==> src/rtl/alu_pkg.sv <==
// Shared ALU opcodes, MUL/DIV sequencer state type and width helpers.
// Imported by the ALU control decoder and the execution stage.
package alu_pkg;

   localparam logic [3:0] ALU_ADD = 4'b0000;
   localparam logic [3:0] ALU_SUB = 4'b0001;
   localparam logic [3:0] ALU_AND = 4'b0010;
   localparam logic [3:0] ALU_OR  = 4'b0011;
   localparam logic [3:0] ALU_XOR = 4'b0100;
   localparam logic [3:0] ALU_SLL = 4'b0101;
   localparam logic [3:0] ALU_SRL = 4'b0110;
   localparam logic [3:0] ALU_SLT = 4'b0111;
   localparam logic [3:0] ALU_MUL = 4'b1000;
   localparam logic [3:0] ALU_DIV = 4'b1001;

   typedef enum logic [1:0] {
      IDLE = 2'd0,
      MUL  = 2'd1,
      DIV  = 2'd2
   } seqState_t;

   function automatic int shamtWidth(input int width);
      return $clog2(width);
   endfunction

endpackage

==> src/rtl/alu_muldiv_seq.sv <==
// Iterative shift-add MUL / restoring DIV, one bit per cycle over WIDTH cycles.
// busy is high for WIDTH cycles after go; fin marks the last iteration with lo/hi final.
module alu_muldiv_seq
   import alu_pkg::*;
#(
   parameter int WIDTH = 16
) (
   input  logic             clk,
   input  logic             rst,
   input  logic             go,
   input  logic             is_div,
   input  logic [WIDTH-1:0] a,
   input  logic [WIDTH-1:0] b,
   output logic             busy,
   output logic             fin,
   output logic [WIDTH-1:0] lo,
   output logic [WIDTH-1:0] hi
);

   localparam int CW = $clog2(WIDTH) + 1;

   seqState_t        state, stateNxt;
   logic [CW-1:0]    cnt;
   logic [WIDTH-1:0] hiReg, loReg, divisor;
   logic [WIDTH-1:0] hiNxt, loNxt;
   logic [WIDTH:0]   addSum, trial;

   always_comb begin
      stateNxt = state;
      hiNxt    = hiReg;
      loNxt    = loReg;
      addSum   = '0;
      trial    = '0;
      case (state)
         IDLE: begin
            if (go) stateNxt = is_div ? DIV : MUL;
         end
         MUL: begin
            // hi accumulates partial products; the multiplier drains out of lo
            addSum         = {1'b0, hiReg} + (loReg[0] ? {1'b0, divisor} : '0);
            {hiNxt, loNxt} = {addSum, loReg[WIDTH-1:1]};
            if (cnt == CW'(1)) stateNxt = IDLE;
         end
         DIV: begin
            // hi is the partial remainder; trial[WIDTH] set means the subtract borrowed
            trial = {hiReg, loReg[WIDTH-1]} - {1'b0, divisor};
            hiNxt = trial[WIDTH] ? {hiReg[WIDTH-2:0], loReg[WIDTH-1]} : trial[WIDTH-1:0];
            loNxt = {loReg[WIDTH-2:0], ~trial[WIDTH]};
            if (cnt == CW'(1)) stateNxt = IDLE;
         end
         default: stateNxt = IDLE;
      endcase
   end

   always_ff @(posedge clk) begin
      if (rst) begin
         state   <= IDLE;
         cnt     <= '0;
         hiReg   <= '0;
         loReg   <= '0;
         divisor <= '0;
      end else begin
         state <= stateNxt;
         if (state == IDLE) begin
            if (go) begin
               cnt     <= CW'(WIDTH);
               hiReg   <= '0;
               loReg   <= a;
               divisor <= b;
            end
         end else begin
            cnt   <= cnt - CW'(1);
            hiReg <= hiNxt;
            loReg <= loNxt;
         end
      end
   end

   assign busy = (state != IDLE);
   assign fin  = (state != IDLE) && (cnt == CW'(1));
   assign lo   = loNxt;
   assign hi   = hiNxt;

endmodule

==> src/rtl/alu_exec.sv <==
// Execution-stage ALU: single-cycle ops done next cycle, MUL/DIV done WIDTH+1 cycles after issue.
// start is ignored while busy; the pipeline stalls on busy, no queueing.
module alu_exec
   import alu_pkg::*;
#(
   parameter int WIDTH = 16
) (
   input  logic             clk,
   input  logic             rst,
   input  logic             start,
   input  logic [3:0]       alu_cnt,
   input  logic [WIDTH-1:0] src_a,
   input  logic [WIDTH-1:0] src_b,
   output logic             busy,
   output logic             done,
   output logic [WIDTH-1:0] result,
   output logic [WIDTH-1:0] result_hi,
   output logic             zero,
   output logic             div_by_zero,
   output logic             illegal_op
);

   localparam int SHW = shamtWidth(WIDTH);

   logic             accept, seqGo, seqBusy, seqFin;
   logic [WIDTH-1:0] seqLo, seqHi;
   logic [WIDTH-1:0] quickRes, quickHi;
   logic             quickDbz, quickIll;
   logic [SHW-1:0]   shamt;

   assign shamt  = src_b[SHW-1:0];
   assign accept = start && !seqBusy;
   assign busy   = seqBusy;

   always_comb begin
      quickRes = '0;
      quickHi  = '0;
      quickDbz = 1'b0;
      quickIll = 1'b0;
      seqGo    = 1'b0;
      case (alu_cnt)
         ALU_ADD: quickRes = src_a + src_b;
         ALU_SUB: quickRes = src_a - src_b;
         ALU_AND: quickRes = src_a & src_b;
         ALU_OR:  quickRes = src_a | src_b;
         ALU_XOR: quickRes = src_a ^ src_b;
         ALU_SLL: quickRes = src_a << shamt;
         ALU_SRL: quickRes = src_a >> shamt;
         ALU_SLT: quickRes = {{(WIDTH-1){1'b0}}, $signed(src_a) < $signed(src_b)};
         ALU_MUL: seqGo = accept;
         ALU_DIV: begin
            // divide by zero never enters the sequencer
            if (src_b == '0) begin
               quickRes = '1;
               quickHi  = src_a;
               quickDbz = 1'b1;
            end else begin
               seqGo = accept;
            end
         end
         default: quickIll = 1'b1;
      endcase
   end

   alu_muldiv_seq #(.WIDTH(WIDTH)) uSeq (
      .clk    (clk),
      .rst    (rst),
      .go     (seqGo),
      .is_div (alu_cnt == ALU_DIV),
      .a      (src_a),
      .b      (src_b),
      .busy   (seqBusy),
      .fin    (seqFin),
      .lo     (seqLo),
      .hi     (seqHi)
   );

   always_ff @(posedge clk) begin
      if (rst) begin
         done        <= 1'b0;
         result      <= '0;
         result_hi   <= '0;
         zero        <= 1'b0;
         div_by_zero <= 1'b0;
         illegal_op  <= 1'b0;
      end else begin
         done <= 1'b0;
         // seqFin and accept are exclusive: accept needs busy low, seqFin needs it high
         if (seqFin) begin
            done        <= 1'b1;
            result      <= seqLo;
            result_hi   <= seqHi;
            zero        <= (seqLo == '0);
            div_by_zero <= 1'b0;
            illegal_op  <= 1'b0;
         end else if (accept && !seqGo) begin
            done        <= 1'b1;
            result      <= quickRes;
            result_hi   <= quickHi;
            zero        <= (quickRes == '0);
            div_by_zero <= quickDbz;
            illegal_op  <= quickIll;
         end
      end
   end

endmodule

==> config.mk <==
export PLATFORM = sky130hd
export DESIGN_NAME = alu_exec
export DESIGN_NICKNAME = d
export VERILOG_FILES = /design/src/rtl/alu_pkg.sv /design/src/rtl/alu_muldiv_seq.sv /design/src/rtl/alu_exec.sv
export SDC_FILE = /design/constraint.sdc
export NUM_CORES = 1
export LEC_CHECK = 0
export CAP_MARGIN = 0
export CORE_ASPECT_RATIO = 2
export CORE_MARGIN = 2
export CORE_UTILIZATION = 33
export DETAILED_ROUTE_END_ITERATION = 12
export GPL_TIMING_DRIVEN = 0
export PLACE_DENSITY = 0.55
export SLEW_MARGIN = 10
export SYNTH_ARGS = -nofsm -noshare
export SYNTH_HDL_FRONTEND = slang
export SYNTH_SLANG_ARGS = --single-unit
==> constraint.sdc <==
create_clock -name clk -period 5.36 [get_ports clk]
set_input_delay 1.072 -clock clk [delete_from_list [all_inputs] [get_ports clk]]
set_output_delay 1.072 -clock clk [all_outputs]
set_load 0.005 [all_outputs]
==> results.toml <==
[global_route]
track_usage_pct = 30.8
grt_pass1_wl_um = 72400
grt_overflow = 0
grt_pass1_vias = 11302
antenna_found_initial = 0
grt_max_degree = 21

[finish]
fin_cells = 1809
fillerInstances = 3201
design_area_mm2 = 0.0116
seqCellArea_mm2 = 0.00182
diodes = 0
finalNetCount = 1565
syn_to_final_growth_pct = 15.8
multi_input_area_mm2 = 0.00752
fin_util_pct = 38.6
layout_commonest_cell = "nor2_1"
drive_gt1_share_pct = 6.80
most-common-layout-cells = "153 x nor2_1, 125 x nand2_1, 105 x a21oi_1"

[placed_design]
numPortBuffers = 75
dp.cells = 1794
place_hpwl_um = 40900
gp_congestion = 1.07
placed_area_mm2 = 0.0112

[timing]
setup_viol_count_final = 0
fin_crit_ps = 5250
timing.slew.headroom_pct = 9.57
holdWs_ps = 476
worst_pin_slew_ps = 1340
finalHoldViolCount = 0
fmax_mhz = 190
finClkSkew_ps = 15.9
rsz0062_at_grt = "false"
fin_crit_sh_pct = 97.9
finalMaxSlewViolations = 0

[floorplanning]
ioPinCount = 76
core_area_mm2 = 0.0301
fp.dieH_um = 250
dieArea_mm2 = 0.0319
rows = 90
start_util_pct = 33.3
chipWidth_um = 127

[clock_tree]
path_clk_slew_ps = 70
cts_max_level = 3
cts_tree = "yes"
clock-sinks = 91
numCtsBuffers = 9
hold_buffers = 0
cts_root_buf = "clkbuf_16"
clk_latency_ps = 370
cts_buffer_depth = 2

[drt]
vias = 11271
wl_per_cell_um = 27.4
drt_iter0_markers = 859
drt.antenna.violating_nets = 0
viasPerCell = 6.23
drcViolationCount = 0
dr.pass1.iters = 8
wirelength_um = 49700

[yosys]
ys_warn_count = 0
synth_area_mm2 = 0.0100
synth_edf_count = 0
syn_avg_cell_area_um2 = 7.42
async_flop_share_pct = 0
ys_seq_area_share_pct = 18.2
syn-instance-count = 1351
ys.flop_type = "dfxtp_1"
yosys_register_bits = 91
synth_cell_type_count = 82
synth_fp_nets = 1480

[worst_setup_path]
cp-end-kind = "flop"
cp_data_arrival_time_ps = 5550
critPathLaunchType = "input port"
ff2ff_path_depth = 15
worstPathMaxFanout = 10
worstPathRequired_ps = 5660
criticalPathCategory = "input port to flop"

[worst_hold_path]
hp-class = "flop to flop"
hold_depth = 2

[power_and_ir_drop]
intPower_w = 0.00139
p_switching_w = 0.000798
peakVddDrop_mv = 0.130
power_frac_comb_pct = 33.8
clkPwrFrac_pct = 33.3
swShare_pct = 36.4
finalPower_w = 0.00219
p_seq_share_pct = 32.9
power_density_mw_per_mm2 = 189
power.leakage_nw = 4.48

[run_status]
status = "finished, final reports clean"

[run]
max_cap_viol_count = 0
[sequential cells by signal, indices dropped and copies added, names as in the netlist]
name	flops
div_by_zero	1
uSeq.hiReg	16
illegal_op	1
uSeq.cnt	5
uSeq.state	2
done	1
result	16
uSeq.divisor	16
zero	1
uSeq.loReg	16
result_hi	16
[synth_stat cells, types with 29 or more instances]
library cell,count,share of area [%]
a21oi_1,105,5.2
a211oi_1,29,2.2
nor2_1,153,5.7
nor3_1,48,2.4
clkbuf_1,75,2.8
mux2i_1,29,2.9
nand2_1,125,4.7
nand3_1,45,2.2
ha_1,86,11
inv_1,77,2.9
o21ai_0,43,2.1
dfxtp_1,91,18
[routing by layer]
metal  up-vias  global-route usage [%]  part of all wire (%)
li1       5194                       -                     -
met1      5384                    27.7                    32
met2       491                    57.8                    52
met3       202                    3.31                   4.2
met4         0                    29.6                    12
met5         -                       0                     0
[final timing paths]
check,start,to,slack [ps]
max,src_a[11],zero$_SDFFE_PP0P_,110
min reg2reg,uSeq.divisor[14]$_SDFFE_PP0P_,uSeq.divisor[14]$_SDFFE_PP0P_,480
max reg2reg,uSeq.loReg[15]$_SDFFE_PP0P_,zero$_SDFFE_PP0P_,1330
min,uSeq.divisor[14]$_SDFFE_PP0P_,uSeq.divisor[14]$_SDFFE_PP0P_,480
[cell type report]
cell class	count	share of cell area [%]
buffer	101	3.70
clock inverter	6	0.819
timing repair buffer	75	6.48
multi-input combinational	1079	64.7
sequential	91	15.7
clock buffer	10	2.06
inverter	79	2.55
tap	368	3.97
[per-stage QoR]
step	setup TNS [ps]	setup slack [ps]
3_3_place_gp	-3060	-791
5_1_grt	0	47.7
6_report	0	110
4_1_cts	0	78.4
2_1_floorplan	0	1100
3_5_place_dp	-2190	-791
[logic make-up after synthesis]
group	synth area share (%)
buffers and inverters	7.25
AOI/OAI and AO/OA	29.3
and+or+nand+nor	22.2
muxes	9.22
xor gates and xnor gates	2.27
DFF	18.2
adders and majority gates	11.5
[repair_timing]
item / CTS / global route
setup buffers: 0 / 0
resized for setup: 5 / 4
pin swaps: 0 / 0
setup endpoints to repair: 2 / 1
cloned: 0 / 0
[critical path, cell delays in order]
cell	delay (ps)
clkdlybuf4s50_1	710
clkbuf_1	670
inv_1	100
ha_1	330
clkbuf_1	220
a221oi_1	750
o211ai_1	180
a211oi_1	610
o21ai_0	390
nor3_1	250
nand4bb_1	120
o21bai_1	140
[power groups by stage]
stage / combinational [W] / sequential [W] / clock (W)
floorplan: 0.000442 / 0.000725 / 0
global placement: 0.000719 / 0.000735 / 0
detailed placement: 0.000721 / 0.000735 / 0
CTS: 0.000725 / 0.000719 / 0.000731
global route: 0.000786 / 0.000721 / 0.000751
finish: 0.000741 / 0.000720 / 0.000730
(Power assumes the default switching activity.)
